### config.mk
export PLATFORM = sky130hd
export DESIGN_NAME = strassen_c_combine
export DESIGN_NICKNAME = d
export VERILOG_FILES = /design/src/rtl/strassen_pkg.sv /design/src/rtl/strassen_c_combine_quad_adder.sv /design/src/rtl/strassen_c_combine.sv
export SDC_FILE = /design/constraint.sdc
export NUM_CORES = 1
export LEC_CHECK = 0
export BUFFER_PORTS_ARGS = -buffer_cell sky130_fd_sc_hd__buf_2
export CAP_MARGIN = 10
export CORE_MARGIN = 2
export CORE_UTILIZATION = 45
export DETAILED_ROUTE_END_ITERATION = 10
export PLACE_DENSITY = 0.7
export SYNTH_ARGS = -nofsm -noshare
export SYNTH_HDL_FRONTEND = slang
export SYNTH_SLANG_ARGS = --single-unit
### constraint.sdc
create_clock -name clk -period 10.5 [get_ports clk]
set_input_delay 1.05 -clock clk [delete_from_list [all_inputs] [get_ports clk]]
set_output_delay 1.05 -clock clk [all_outputs]
set_load 0.02 [all_outputs]
### src/rtl/strassen_pkg.sv
// Shared definitions for the 2x2 Strassen C-combine stage: FSM encoding,
// quadrant addresses and product indices.
package strassen_pkg;

    typedef enum logic [1:0] {
        COLLECT = 2'd0,
        SUM     = 2'd1,
        WR0     = 2'd2,
        WR1     = 2'd3
    } c_state_t;

    localparam int unsigned M_COUNT = 7;

    localparam logic [1:0] Q11 = 2'd0;
    localparam logic [1:0] Q12 = 2'd1;
    localparam logic [1:0] Q21 = 2'd2;
    localparam logic [1:0] Q22 = 2'd3;

    localparam logic [2:0] M1_IDX        = 3'd0;
    localparam logic [2:0] M2_IDX        = 3'd1;
    localparam logic [2:0] M3_IDX        = 3'd2;
    localparam logic [2:0] M4_IDX        = 3'd3;
    localparam logic [2:0] M5_IDX        = 3'd4;
    localparam logic [2:0] M6_IDX        = 3'd5;
    localparam logic [2:0] M7_IDX        = 3'd6;
    localparam logic [2:0] M_IDX_ILLEGAL = 3'd7;

    localparam logic [M_COUNT-1:0] MASK_FULL = 7'h7F;

    // One-hot of a product index; the illegal index 7 shifts out to zero.
    function automatic logic [M_COUNT-1:0] idx_onehot(input logic [2:0] idx);
        return 7'(1) << idx;
    endfunction

endpackage

### src/rtl/strassen_c_combine_quad_adder.sv
// c_quad_adder: combinational 4-operand signed add/sub with per-operand sign.
// C_COMBINE_SAT_EN selects saturation to the signed width range instead of wrap.
module c_quad_adder
#(
    parameter int unsigned width = 32
)(
    input  logic [width-1:0] a,
    input  logic [width-1:0] b,
    input  logic [width-1:0] c,
    input  logic [width-1:0] d,
    input  logic [3:0]       neg,
    output logic [width-1:0] sum
);

`ifdef C_COMBINE_SAT_EN
    localparam int unsigned EW = width + 2;
`else
    localparam int unsigned EW = width;
`endif

    logic signed [EW-1:0] ops [4];
    logic signed [EW-1:0] total;

    // Sign-extend every operand, then accumulate with per-operand add/sub.
    always_comb begin
        ops[0] = EW'(signed'(a));
        ops[1] = EW'(signed'(b));
        ops[2] = EW'(signed'(c));
        ops[3] = EW'(signed'(d));
        total  = '0;
        for (int i = 0; i < 4; i++) begin
            total = neg[i] ? (total - ops[i]) : (total + ops[i]);
        end
    end

`ifdef C_COMBINE_SAT_EN
    localparam logic signed [EW-1:0] SMAX = EW'({1'b0, {(width-1){1'b1}}});
    localparam logic signed [EW-1:0] SMIN = -SMAX - EW'(1);

    always_comb begin
        if (total > SMAX) begin
            sum = width'(SMAX);
        end else if (total < SMIN) begin
            sum = width'(SMIN);
        end else begin
            sum = width'(total);
        end
    end
`else
    always_comb begin
        sum = total;
    end
`endif

endmodule

### src/rtl/strassen_c_combine.sv
// Collects Strassen products M1..M7 in any order, forms C11..C22 and writes
// them to C storage in two dual-port cycles. C_COMBINE_SAT_EN: saturating sums.
module strassen_c_combine
    import strassen_pkg::*;
#(
    parameter int unsigned width = 32
)(
    input  logic             clk,
    input  logic             rst,
    input  logic             m_valid,
    output logic             m_ready,
    input  logic [2:0]       m_idx,
    input  logic [width-1:0] m_data,
    output logic             we,
    output logic [1:0]       addr1,
    output logic [1:0]       addr2,
    output logic [width-1:0] dIn1,
    output logic [width-1:0] dIn2,
    output logic             done,
    output logic             err
);

    c_state_t           state;
    logic [M_COUNT-1:0] mask;
    logic [width-1:0]   m_q [M_COUNT];
    logic [width-1:0]   c21_q;
    logic [width-1:0]   c22_q;

    logic               xfer;
    logic [M_COUNT-1:0] hit;
    logic [width-1:0]   s11, s12, s21, s22;

    assign xfer = m_valid && m_ready;
    assign hit  = idx_onehot(m_idx);

    c_quad_adder #(.width(width)) u_c11 (
        .a(m_q[M1_IDX]), .b(m_q[M4_IDX]), .c(m_q[M5_IDX]), .d(m_q[M7_IDX]),
        .neg(4'b0100), .sum(s11)
    );
    c_quad_adder #(.width(width)) u_c12 (
        .a(m_q[M3_IDX]), .b(m_q[M5_IDX]), .c('0), .d('0),
        .neg(4'b0000), .sum(s12)
    );
    c_quad_adder #(.width(width)) u_c21 (
        .a(m_q[M2_IDX]), .b(m_q[M4_IDX]), .c('0), .d('0),
        .neg(4'b0000), .sum(s21)
    );
    c_quad_adder #(.width(width)) u_c22 (
        .a(m_q[M1_IDX]), .b(m_q[M2_IDX]), .c(m_q[M3_IDX]), .d(m_q[M6_IDX]),
        .neg(4'b0010), .sum(s22)
    );

    // FSM with registered write port: C11/C12 go straight into dIn1/dIn2 on
    // entry to WR0, C21/C22 are held in registers for WR1.
    always_ff @(posedge clk or posedge rst) begin
        if (rst) begin
            state   <= COLLECT;
            mask    <= '0;
            for (int i = 0; i < M_COUNT; i++) begin
                m_q[i] <= '0;
            end
            c21_q   <= '0;
            c22_q   <= '0;
            m_ready <= 1'b1;
            we      <= 1'b0;
            addr1   <= '0;
            addr2   <= '0;
            dIn1    <= '0;
            dIn2    <= '0;
            done    <= 1'b0;
            err     <= 1'b0;
        end else begin
            done <= 1'b0;
            case (state)
                COLLECT: begin
                    if (xfer) begin
                        mask <= mask | hit;
                        for (int i = 0; i < M_COUNT; i++) begin
                            if (hit[i]) begin
                                m_q[i] <= m_data;
                            end
                        end
                        if (m_idx == M_IDX_ILLEGAL || (mask & hit) != '0) begin
                            err <= 1'b1;
                        end
                        if ((mask | hit) == MASK_FULL) begin
                            state   <= SUM;
                            m_ready <= 1'b0;
                        end
                    end
                end
                SUM: begin
                    c21_q <= s21;
                    c22_q <= s22;
                    we    <= 1'b1;
                    addr1 <= Q11;
                    dIn1  <= s11;
                    addr2 <= Q12;
                    dIn2  <= s12;
                    state <= WR0;
                end
                WR0: begin
                    we    <= 1'b1;
                    addr1 <= Q21;
                    dIn1  <= c21_q;
                    addr2 <= Q22;
                    dIn2  <= c22_q;
                    state <= WR1;
                end
                WR1: begin
                    we      <= 1'b0;
                    addr1   <= '0;
                    dIn1    <= '0;
                    addr2   <= '0;
                    dIn2    <= '0;
                    mask    <= '0;
                    m_ready <= 1'b1;
                    done    <= 1'b1;
                    state   <= COLLECT;
                end
                default: begin
                    state <= COLLECT;
                end
            endcase
        end
    end

endmodule

# After elaboration in Yosys (flattened, before gate mapping)
# Cells that the tools add are included.
# totals
regBits,369
out_inout_bits,72
# op_classes
addsub,8
eq_ne,7
shift,1
mux,14
bitwise,2
n_reduce_logical,21
# op_table
operator,count
adder 32 bit,6
case mux 32 bit (3 select lines),2
subtractor 32 bit,2
AND reduction 3 bit,9
case mux 7 bit (2 select lines),1
case mux 2 bit (4 select lines),1
AND 7 bit,1
== test 7 bit (second input constant),1
two-way mux 7 bit,1
OR 7 bit,1
nonzero test 7 bit,1
<< shifter 1 x 3 -> 7 bit (first input constant),1
case mux 2 bit (3 select lines),1
nonzero test 2 bit,3
== test 2 bit (second input constant),2
two-way mux 2 bit,2
inequality test 2 bit (second input constant),2
case mux 1 bit (2 select lines),2
case mux 2 bit (2 select lines),1
AND reduction 2 bit,2
OR reduction 2 bit,2
== test 3 bit (second input constant),1
two-way mux 1 bit,3
nonzero test 3 bit,1
other kinds (4),4

# Depth between registers and ports, before layout
# Gate-level depths: netlist (run 1).
# depth
depth_word,6
depth_mapped,18

# Cells and area by module
# A second synthesis (run 1) with hierarchy kept.
# unflattened
cells_unflattened,5129
hier_area_um2,42756.0
# by_module_without_submodules
mod,instances,cells_per_inst,area_each_um2,seq_area_each_um2
strassen_c_combine,1,989,14481.4,9210.1
c_quad_adder (u_c12 ...),2,1006,6942.9,0.0
c_quad_adder (u_c22),1,1074,7258.2,0.0
c_quad_adder (u_c11),1,1054,7130.6,0.0

# Least setup slack after synthesis (run 1)
# Ideal clock, no wire load.
# synth_timing
kind,register -> register
start,register m_q[129] in the netlist's numbering
end,register c22_q[31]
setup_ns,0.137
arrival_time_ns,3.950
t_required_ns,10.363
path_slack_ns,6.413
path_stages_with_launch,17
path_cell_list,dfrtp_1 -> inv_1 -> fa_1 -> inv_1 -> fa_1 -> ha_1 -> fa_1 -> a211oi_1 -> o21bai_1 -> a211oi_1 -> nor3_1 -> o22ai_2 -> nor3_1 -> or4_1 -> a31oi_1 -> xnor2_1 -> a21oi_1
# synth_via
elab_chain_cells,2
# synth_lines
item,line_no,source
start: declaration,strassen_c_combine.sv:25,logic [width-1:0] m_q [M_COUNT];
start signal: indexed assignment,strassen_c_combine.sv:80,m_q[i] <= m_data;
adder 32 bit (2 in a row),strassen_c_combine_quad_adder.sv:32,total = neg[i] ? (total - ops[i]) : (total + ops[i]);
end signal: assignment,strassen_c_combine.sv:63,c22_q <= '0;
end signal: assignment,strassen_c_combine.sv:94,c22_q <= s22;
end: declaration,strassen_c_combine.sv:27,logic [width-1:0] c22_q;
# Every way passes these cells.
# A chain may end at the register's enable or synchronous reset.

# Worst setup path after layout (run 1)
# Same ends and word-level chain as after synthesis.

==> results of run 1 <==
## kinds of logic (layout without fill, tap and decap cells)
| kind of cell | count (synthesis) | count (layout) | share of synthesized area (%) |
|---|---|---|---|
| other cells | 1 | 2 | 0.0158 |
| compound gates | 560 | 560 | 14.9 |
| xor+xnor | 114 | 114 | 4.21 |
| simple gates | 382 | 382 | 7.38 |
| mux | 212 | 212 | 10.1 |
| fa+ha+maj | 256 | 256 | 17.5 |
| buf+inv | 439 | 550 | 7.07 |
| flops | 368 | 368 | 38.9 |
## worst max-delay path: cells and delay by family, from the launching register on
| kind | cells | cell delay (ns) |
|---|---|---|
| AND/OR/NAND/NOR | 3 | 0.86 |
| AO/OA/AOI/OAI | 6 | 1.44 |
| XOR/XNOR | 1 | 0.14 |
| adder cells (fa/ha/maj) | 4 | 1.67 |
| buffers and inverters | 2 | 0.14 |
| flip-flops | 1 | 0.37 |
## flip-flops by register name (all words and copies together) (netlist names), 2 cells and up
name / count
m_q: 224
c21_q: 32
c22_q: 32
dIn1: 32
dIn2: 32
mask: 7
addr2: 2
state: 2
## worst max-delay path by stage
stage                              start                     to  slack [ns]
finish              m_q[129]$_DFFE_PP0P_  c22_q[31]$_DFFE_PP0P_        5.70
global route        m_q[129]$_DFFE_PP0P_  c22_q[29]$_DFFE_PP0P_        5.38
CTS                 m_q[129]$_DFFE_PP0P_  c22_q[31]$_DFFE_PP0P_        5.76
detailed placement  m_q[129]$_DFFE_PP0P_  c22_q[31]$_DFFE_PP0P_        5.79
global placement    m_q[129]$_DFFE_PP0P_  c22_q[31]$_DFFE_PP0P_        5.89
floorplan                            rst   addr1[1]$_DFFE_PP0P_        4.51
## Yosys cell counts, types with 5 or more instances
master / instances
dfrtp_1: 367
o211ai_1: 8
mux2_2: 207
and2_1: 10
a31oi_1: 24
o31ai_1: 11
nor2b_1: 18
nand2b_1: 19
nor2_1: 80
xor2_1: 35
a22oi_1: 36
ha_1: 130
nand4_1: 13
clkbuf_1: 71
o21bai_1: 13
nor3_1: 17
a211o_1: 5
a21oi_1: 140
xnor2_1: 79
inv_1: 358
and3_1: 12
o21ai_0: 165
nand3_1: 15
a211oi_1: 14
o21a_1: 14
nand2_1: 174
fa_1: 126
o221ai_1: 6
a21o_1: 65
a221oi_1: 15
nor3b_1: 5
## stage by stage
stage | util (%) | area [sq um] | setup WS (ns) | std cells
2_1_floorplan | - | 23700 | 4.51 | 2332
3_3_place_gp | 47.7 | 25000 | 5.89 | 3064
3_5_place_dp | 47.7 | 25000 | 5.79 | 3064
4_1_cts | 50.2 | 26300 | 5.76 | 3131
5_1_grt | 50.2 | 26300 | 5.38 | 3132
6_report | 50.2 | 26300 | 5.70 | 3132
## per-layer routing
layer | vias to the layer above | part of all wire [%] | GRT usage, %
met3 | 132 | 6.2 | 3.45
met5 | - | 0 | 0.276
met4 | 0 | 3.8 | 9.65
met2 | 584 | 46 | 38.7
met1 | 8729 | 44 | 32.7
li1 | 8036 | - | -
## layout make-up
class                      instances  area share, %
multi-input combinational       1525           49.0
inverter                         360           5.15
clock buffer                      52           4.25
timing repair buffer             123           2.48
sequential                       368           35.0
clock inverter                    15          0.795
antenna                            1        0.00952
tap                              688           3.27
==> Flow_metrics.wiki, run 1 <==
{| class="wikitable"
! Metric !! Value
|-
| Clock insertion delay at the later pin of the skew report || 0.57 ns
|-
| Worst Path Required || 10.89 ns
|-
| Category of the worst setup path capture point || flop
|-
| Number of enable-type register cells in the synthesized netlist || 0
|-
| Reg-to-reg critical path startpoint || m_q[129]$_DFFE_PP0P_
|-
| Total area of multi-input combinational cells || 0.0129 sq mm
|-
| Cell at the slowest stage of the critical path || or4_1
|-
| TritonCTS clock tree || built
|-
| Maximum number of pins on one net before global-route repair || 84
|-
| TritonCTS Buffers || 41
|-
| Post-synthesis async set-or-reset flop share || 100%
|-
| Post-synth top flop || dfrtp_1
|-
| Most common library cell in the layout ignoring fill and taps || dfrtp_1
|-
| Post-route minimum period || 4.80 ns
|-
| Placeable core region || 0.0523 sq mm
|-
| Yosys warning count || 0
|-
| Count of unresolved DRC violations after routing || 0
|-
| Final HPWL from detailed placement || 47.8 mm
|-
| Number of global-route vias before repair || 17,965
|-
| Result of the run || finished clean
|-
| Number of rows in the core area || 84
|-
| Number of failing hold endpoints at the final stage || 0
|-
| Number of hold buffers added after CTS || 0
|-
| Max Clock Freq || 0.208 GHz
|-
| Clock root cell || clkbuf_16
|-
| Max-capacitance violation count || 0
|-
| Overall die area || 0.0545 sq mm
|-
| Mapped Area || 0.0237 sq mm
|-
| Crit Path Class || reg -> reg
|-
| Critical path peak fanout || 3
|-
| Number of cells produced by synthesis || 2,332
|-
| Syn-to-layout area delta || 10.9%
|-
| Worst stage delay on the critical path || 0.54 ns
|-
| Most frequent cell on the critical path || fa_1
|-
| Final worst-path cycle share || 45.7%
|-
| First-pass GRT wire length || 101 mm
|-
| Average cell area after synthesis || 10.2 sq um
|-
| R2R depth || 16
|-
| Num Clock Sinks || 368
|-
| Post-DR vias/cell || 5.58
|-
| Die Span X || 233 um
|-
| Die Span Y || 233 um
|-
| Most frequent cells in the layout || dfrtp_1 (367), inv_1 (357), mux2_2 (207)
|-
| Net count after synthesis || 2,626
|-
| Sequential-to-total area share from yosys stat || 38.9%
|-
| R2R Setup Slk || 5.70 ns
|-
| Arrival time worst endpoint || 5.18 ns
|-
| Worst relative slew slack || 20.0%
|-
| Startpoint class of the critical path || flop
|-
| Post-synthesis sequential element count || 368
|-
| Total setup buffers inserted after CTS || 0
|-
| Fraction of layout cells with a size suffix above 1 || 17.5%
|-
| FF-to-FF End || c22_q[31]$_DFFE_PP0P_
|-
| IO buf count || 108
|-
| Aggregate routed wire length || 64.4 mm
|-
| Top-area cell type share of the netlist area || 38.8%
|-
| Remaining global-route overflow || 0
|-
| Worst hold-check slack || 0.433 ns
|-
| Slew @ Worst Pin || 1.20 ns
|-
| Combined global-route utilization of all metal layers || 24.0%
|-
| Net count of the finished layout || 2,713
|-
| Post-CTS sizing || 0
|-
| Cells taking the most area after synthesis || dfrtp_1 (39%), fa_1 (11%), mux2_2 (9.8%)
|-
| Ordered cell list for the critical path || inv_1 -> fa_1 -> inv_1 -> fa_1 -> ha_1 -> fa_1 -> a211oi_1 -> o21bai_1 -> a211oi_1 -> nor3_1 -> o22ai_2 -> nor3_1 -> or4_1 -> a31oi_1 -> xnor2_1 -> a21oi_1
|-
| Number of H-tree levels || 2
|-
| Reg area || 0.00921 sq mm
|-
| Number of antenna violations at the first check in global routing || 2
|-
| Max Clock Skew || 0.0188 ns
|-
| Routed length per instance || 20.6 um
|-
| Distinct cells, synth || 76
|-
| First drt pass iteration count || 5
|-
| Worst min-delay path class || in -> async
|-
| Maximum buffer depth of the clock tree || 3
|-
| DRC marker count from the first detailed-route iteration || 1,488
|-
| Top-level port count || 110
|-
| Setup Viol. Count Final || 0
|-
| Fillers || 4,721
|-
| Final Wtd Congestion || 0.924
|-
| DRT antenna net count || 0
|-
| Pins Over Slew Limit || 0
|-
| Initial cell density of the core || 45.3%
|-
| Cell accounting for the most synthesized area || dfrtp_1
|-
| Setup repair after global routing missed its margin || no
|-
| Total vias in the final route || 17,481
|-
| Clock Pin Slew Worst Setup and Hold Paths || 0.06 ns
|-
| Setup TNS || 0 ns
|}
Power of run 1 is left out: the tool's default activity adds up to more than one toggle a clock period on the data nets, which glitch-free logic cannot reach.
==> run 2: changes to the inputs <==
==> constraint.sdc (replaced) <==
create_clock -name clk -period 3.9 [get_ports clk]
set_input_delay 0.39 -clock clk [delete_from_list [all_inputs] [get_ports clk]]
set_output_delay 0.39 -clock clk [all_outputs]
set_load 0.02 [all_outputs]
==> Flow_metrics.wiki, run 2 (same netlist as run 1, synthesis figures left out) <==
{| class="wikitable"
! Metric !! Value
|-
| Final HPWL from detailed placement || 49.2 mm (+2.8%)
|-
| Worst stage delay on the critical path || 0.56 ns (+0.02 ns)
|-
| Clock insertion delay at the later pin of the skew report || 0.58 ns (about the same)
|-
| Die Span X || 233 um (unchanged)
|-
| Flip-flop count of the largest register after layout || 224 (unchanged)
|-
| DRT antenna net count || 0 (unchanged)
|-
| Count of unresolved DRC violations after routing || 0 (unchanged)
|-
| Number of antenna violations at the first check in global routing || 5 (+3)
|-
| Result of the run || finished, violations left
|-
| Violations in the final reports || setup timing
|-
| Final Wtd Congestion || 0.946 (+2.3%)
|-
| Number of global-route vias before repair || 18,975 (+5.6%)
|-
| Post-placement cell area || 0.0262 sq mm (+5.1%)
|-
| Number of H-tree levels || 2 (unchanged)
|-
| Most frequent cells in the layout || dfrtp_1 (367), inv_1 (347), mux2_2 (206)
|-
| Crit Path Class || reg -> reg
|-
| First drt pass iteration count || 7 (+2)
|-
| Fraction of layout cells with a size suffix above 1 || 26.8% (+9.2 points)
|-
| Most common library cell in the layout ignoring fill and taps || dfrtp_1
|-
| Setup WS post-layout || -0.167 ns (-5.87 ns)
|-
| IO buf count || 108 (unchanged)
|-
| Post-DR vias/cell || 5.52 (-1.1%)
|-
| Max-capacitance violation count || 0 (unchanged)
|-
| Remaining global-route overflow || 0 (unchanged)
|-
| Final non-filler cell area || 0.0284 sq mm (+8.2%)
|-
| DRC marker count from the first detailed-route iteration || 1,434 (-3.6%)
|-
| Number of failing hold endpoints at the final stage || 0 (unchanged)
|-
| Maximum number of pins on one net before global-route repair || 109 (+30%)
|-
| Clock root cell || clkbuf_16
|-
| Worst relative slew slack || 25.1% (+5.0 points)
|-
| Total vias in the final route || 18,340 (+4.9%)
|-
| Syn-to-layout area delta || 20.0%
|-
| Setup TNS || -0.929 ns (-0.929 ns)
|-
| Combined global-route utilization of all metal layers || 24.7% (+0.64 points)
|-
| Initial cell density of the core || 45.3% (unchanged)
|-
| Ordered cell list for the critical path || inv_2 -> fa_1 -> inv_2 -> fa_1 -> inv_1 -> ha_1 -> a21o_1 -> a21o_1 -> a211o_1 -> a31oi_4 -> o211ai_1 -> a31oi_1 -> buf_4 -> nor3b_4 -> a31o_2 -> xnor2_1 -> o221ai_1
|-
| Final worst-path cycle share || 104% (+59 points)
|-
| Routed length per instance || 20.3 um (-1.4%)
|-
| TritonCTS Buffers || 40 (-2.4%)
|-
| Overall die area || 0.0545 sq mm (unchanged)
|-
| Arrival time worst endpoint || 4.48 ns (-0.70 ns)
|-
| Placeable core region || 0.0523 sq mm (unchanged)
|-
| Max Clock Freq || 0.246 GHz (+18%)
|-
| Slew @ Worst Pin || 1.12 ns (-0.0807 ns)
|-
| Critical path buffers and inverters || 4 (+2)
|-
| Max Clock Skew || 0.0334 ns (+0.0146 ns)
|-
| Worst min-delay path class || in -> reg
|-
| Critical path peak fanout || 3 (unchanged)
|-
| Net count of the finished layout || 2,894 (+6.7%)
|-
| Startpoint class of the critical path || flop
|-
| Clock Pin Slew Worst Setup and Hold Paths || 0.06 ns (about the same)
|-
| Setup Viol. Count Final || 13 (+13)
|-
| Num Clock Sinks || 368 (unchanged)
|-
| Die Span Y || 233 um (unchanged)
|-
| Pins Over Slew Limit || 0 (unchanged)
|-
| Category of the worst setup path capture point || flop
|-
| Setup repair after global routing missed its margin || yes
|-
| Post-route minimum period || 4.07 ns (-0.731 ns)
|-
| Cell at the slowest stage of the critical path || fa_1
|-
| Aggregate routed wire length || 67.4 mm (+4.6%)
|-
| Largest register by flop count || m_q
|-
| First-pass GRT wire length || 104 mm (+2.9%)
|-
| Worst Path Required || 4.31 ns (-6.58 ns)
|-
| Crit-path leading delay family || compound AO/OA/AOI/OAI gates
|-
| Top-level port count || 110 (unchanged)
|-
| Number of rows in the core area || 84 (unchanged)
|-
| Maximum buffer depth of the clock tree || 3 (unchanged)
|-
| TritonCTS clock tree || built
|}
-- run 2: changes by cell type in the layout (fill, tap and decap cells not counted), sizes merged --
cell         previous run  this run
buf                   123       304
bufinv                  5         7
clkbuf                 52        53
clkinv                 10        11
diode                   1         3
dlygate4sd3             0         1
inv                   357       359
-- run 2: through the flow --
stage,worst slack (ns),hold WS (ns),cells,util [%]
floorplan,-1.43,0.449,2332,-
global placement,-0.435,0.456,3214,50.1
detailed placement,-0.485,0.463,3214,50.1
CTS,-0.144,0.0835,3308,53.5
global route,-0.277,0.110,3322,54.3
finish,-0.167,0.0967,3322,54.3
-- run 2: final cells by class --
cell class / count / area, sq um
fill: 4438 / 23900
multi-input combinational: 1525 / 13500
sequential: 368 / 9210
timing repair buffer: 305 / 2110
inverter: 360 / 1360
clock buffer: 53 / 1130
tap: 688 / 861
clock inverter: 20 / 292
antenna: 3 / 7.51
-- run 2: final timing paths --
path	from	endpoint	slack (ns)	cells after the start
max	m_q[66]$_DFFE_PP0P_	dIn1[30]$_DFFE_PP0N_	-0.17	17
min	m_data[7]	m_q[167]$_DFFE_PP0P_	0.1	3
max reg2reg	m_q[66]$_DFFE_PP0P_	dIn1[30]$_DFFE_PP0N_	-0.17	17
min reg2reg	err$_DFFE_PP0P_	err$_DFFE_PP0P_	0.47	1
max in group asynchronous	rst	m_q[16]$_DFFE_PP0P_	2.28	4
min in group asynchronous	rst	m_q[68]$_DFFE_PP0P_	0.53	3
-- run 2: worst register-to-register path, cell delays in order, from the launching register on --
cell and delay [ns]:
dfrtp_1 0.36, inv_2 0.05, fa_1 0.56, inv_2 0.05, fa_1 0.52, inv_1 0.05
ha_1 0.27, a21o_1 0.14, a21o_1 0.15, a211o_1 0.23, a31oi_4 0.12, o211ai_1 0.34
a31oi_1 0.16, buf_4 0.19, nor3b_4 0.25, a31o_2 0.22, xnor2_1 0.12, o221ai_1 0.13
-- run 2: routing by layer --
layer,global-route usage (%),vias to the layer above,part of all wire (%)
met5,0,-,0.036
met4,9.04,4,3.5
met3,3.39,147,5.3
met2,40.3,576,47
met1,33.5,9197,44
li1,-,8416,-
-- run 2: what timing repair did --
item	CTS	global route
setup endpoints to repair	31	35
hold endpoints to repair	14	0
hold buffers	1	0
gates resized for setup	51	71
setup buffers	22	16
pin swaps	58	57
Power of run 2 is left out for the same reason.
==> run 3: changes to the inputs <==
--- a/config.mk
+++ b/config.mk
@@ -10,6 +10,7 @@
 export CORE_MARGIN = 2
 export CORE_UTILIZATION = 45
 export DETAILED_ROUTE_END_ITERATION = 10
+export MAX_ROUTING_LAYER = met4
 export PLACE_DENSITY = 0.7
 export SYNTH_ARGS = -nofsm -noshare
 export SYNTH_HDL_FRONTEND = slang
==> constraint.sdc (replaced) <==
create_clock -name clk -period 3.9 [get_ports clk]
set_input_delay 0.585 -clock clk [delete_from_list [all_inputs] [get_ports clk]]
set_output_delay 0.585 -clock clk [all_outputs]
set_load 0.02 [all_outputs]
==> Flow_metrics.wiki, run 3 (same netlist as run 1, synthesis figures left out) <==
{| class="wikitable"
! Metric !! Value
|-
| DRC marker count from the first detailed-route iteration || 1,432 (-0.14%)
|-
| Maximum buffer depth of the clock tree || 3 (unchanged)
|-
| Max-capacitance violation count || 0 (unchanged)
|-
| TritonCTS Buffers || 40 (unchanged)
|-
| Number of global-route vias before repair || 19,120 (+0.76%)
|-
| Critical path peak fanout || 2 (-1)
|-
| Startpoint class of the critical path || flop
|-
| Crit Path Class || reg -> reg
|-
| Largest register by flop count || m_q
|-
| Top-level port count || 110 (unchanged)
|-
| Instance count along the most critical hold path || 3 (unchanged)
|-
| Post-DR vias/cell || 5.53 (+0.22%)
|-
| Slew @ Worst Pin || 1.08 ns (-0.0428 ns)
|-
| Final worst-path cycle share || 106% (+1.3 points)
|-
| Result of the run || finished, violations left
|-
| Setup WS post-layout || -0.216 ns (-0.0492 ns)
|-
| Timing startpoint of the critical path || m_q[129]$_DFFE_PP0P_
|-
| Reg-to-reg critical path startpoint || m_q[129]$_DFFE_PP0P_
|-
| Overall die area || 0.0545 sq mm (unchanged)
|-
| Endpoint of the most critical setup path || c22_q[31]$_DFFE_PP0P_
|-
| Violations in the final reports || setup timing
|-
| Routed length per instance || 20.3 um (-0.12%)
|-
| Num Clock Sinks || 368 (unchanged)
|-
| Number of cells in the design after placement || 3,212 (-0.062%)
|-
| Final Wtd Congestion || 0.978 (+3.4%)
|-
| Setup TNS || -1.19 ns (-0.264 ns)
|-
| Maximum number of pins on one net before global-route repair || 140 (+28%)
|-
| Initial cell density of the core || 45.3% (unchanged)
|-
| Setup Viol. Count Final || 17 (+4)
|-
| Count of unresolved DRC violations after routing || 0 (unchanged)
|-
| Worst stage delay on the critical path || 0.51 ns (-0.05 ns)
|-
| Cell at the slowest stage of the critical path || fa_1
|-
| R2R Setup Slk || -0.22 ns (-0.05 ns)
|-
| TritonCTS clock tree || built
|-
| Number of antenna violations at the first check in global routing || 1 (-4)
|-
| First-pass GRT wire length || 105 mm (+1.0%)
|-
| Category of the worst setup path capture point || flop
|-
| Fraction of layout cells with a size suffix above 1 || 26.6% (-0.16 points)
|-
| Number of rows in the core area || 84 (unchanged)
|-
| Combined global-route utilization of all metal layers || 25.7% (+1.0 points)
|-
| Ordered cell list for the critical path || inv_2 -> fa_1 -> inv_1 -> fa_1 -> ha_2 -> fa_2 -> a211oi_2 -> o21bai_2 -> a211oi_4 -> nor3_4 -> o22ai_2 -> nor3_2 -> or4_4 -> a31oi_4 -> xnor2_1 -> a21oi_1
|-
| Net count of the finished layout || 2,891 (-0.10%)
|-
| Total vias in the final route || 18,352 (+0.065%)
|-
| Worst relative slew slack || 28.0% (+2.9 points)
|-
| R2R depth || 16 (-1)
|-
| Die Span Y || 233 um (unchanged)
|-
| Die Span X || 233 um (unchanged)
|-
| Final non-filler cell total || 3,317 (-0.15%)
|-
| FF-to-FF End || c22_q[31]$_DFFE_PP0P_
|-
| IO buf count || 108 (unchanged)
|-
| Post-route minimum period || 4.12 ns (+0.0492 ns)
|-
| Worst Path Required || 4.33 ns (+0.02 ns)
|-
| DRT antenna net count || 0 (unchanged)
|-
| Flip-flop count of the largest register after layout || 224 (unchanged)
|-
| Arrival time worst endpoint || 4.55 ns (+0.07 ns)
|-
| Post-placement cell area || 0.0262 sq mm (about the same)
|-
| Max Clock Skew || 0.0208 ns (-0.0127 ns)
|-
| Number of failing hold endpoints at the final stage || 0 (unchanged)
|-
| Clock Pin Slew Worst Setup and Hold Paths || 0.06 ns (about the same)
|-
| Most common library cell in the layout ignoring fill and taps || dfrtp_1
|-
| Origin of the worst min-delay path || m_data[29]
|-
| Aggregate routed wire length || 67.2 mm (-0.27%)
|-
| Clock root cell || clkbuf_16
|-
| Final non-filler cell area || 0.0284 sq mm (about the same)
|-
| Remaining global-route overflow || 0 (unchanged)
|-
| Pins Over Slew Limit || 0 (unchanged)
|-
| Most frequent cells in the layout || dfrtp_1 (367), inv_1 (348), mux2_2 (204)
|-
| Final HPWL from detailed placement || 49.2 mm (about the same)
|-
| Placeable core region || 0.0523 sq mm (unchanged)
|-
| Syn-to-layout area delta || 20.0% (about the same)
|-
| Worst min-delay path class || in -> reg
|-
| Clock insertion delay at the later pin of the skew report || 0.58 ns (about the same)
|-
| Number of H-tree levels || 2 (unchanged)
|-
| Setup repair after global routing missed its margin || yes
|-
| First drt pass iteration count || 5 (-2)
|-
| Max Clock Freq || 0.243 GHz (-1.2%)
|-
| Worst hold-check slack || 0.304 ns (+0.207 ns)
|-
| Most frequent cell on the critical path || fa_1
|}
run 3: changes by cell type in the layout (fill, tap and decap cells not counted), moves of 4 or more:
cell | previous run | this run
clkbuf_8 | 6 | 13
bufinv_16 | 7 | 3
clkinv_2 | 8 | 2
ha_1 | 116 | 120
buf_4 | 184 | 179
clkbuf_1 | 6 | 11
run 3: routing by layer:
layer	routed length, um	vias up	global-route usage [%]
met5	0	-	-
met4	2750	0	9.83
met1	29600	9281	33.8
met3	3490	156	3.48
met2	31400	500	40.7
li1	-	8415	-
run 3: repair_timing:
action / in CTS / in global routing
gates cloned: 0 / 0
gates resized for setup: 52 / 91
hold buffers: 1 / 0
setup endpoints to repair: 32 / 40
pin swaps: 48 / 67
buffers inserted: 21 / 19
endpoints found under the hold margin: 7 / 0
run 3: worst min-delay path by stage:
stage               slack, ns                     to
finish                   0.30    m_q[61]$_DFFE_PP0P_
global route             0.32   m_q[126]$_DFFE_PP0P_
CTS                      0.28    m_q[75]$_DFFE_PP0P_
detailed placement       0.46        err$_DFFE_PP0P_
global placement         0.46        err$_DFFE_PP0P_
floorplan                0.45  c21_q[11]$_DFFE_PP0P_
run 3: area by class of cell:
class	instances	area, sq um
clock buffer	65	1250
clock inverter	8	125
tap	688	861
timing repair buffer	302	2100
antenna	1	2.50
sequential	368	9210
inverter	360	1360
fill	4483	23900
multi-input combinational	1525	13500
run 3: worst max-delay path: cells and delay by family, from the launching register on:
family,cells,cell delay [ns]
and+or+nand+nor,3,0.63
adders and majority gates,4,1.51
xor gates and xnor gates,1,0.14
buffers and inverters,2,0.10
AOI/OAI and AO/OA,6,1.22
DFF,1,0.36
run 3: through the flow:
| step | setup slack, ns | utilization (%) |
|---|---|---|
| after floorplan | -1.62 | - |
| after global placement | -0.477 | 50.1 |
| after detailed placement | -0.563 | 50.1 |
| after CTS | -0.248 | 53.4 |
| after global routing | -0.317 | 54.3 |
| final | -0.216 | 54.3 |
Power of run 3 is left out for the same reason.
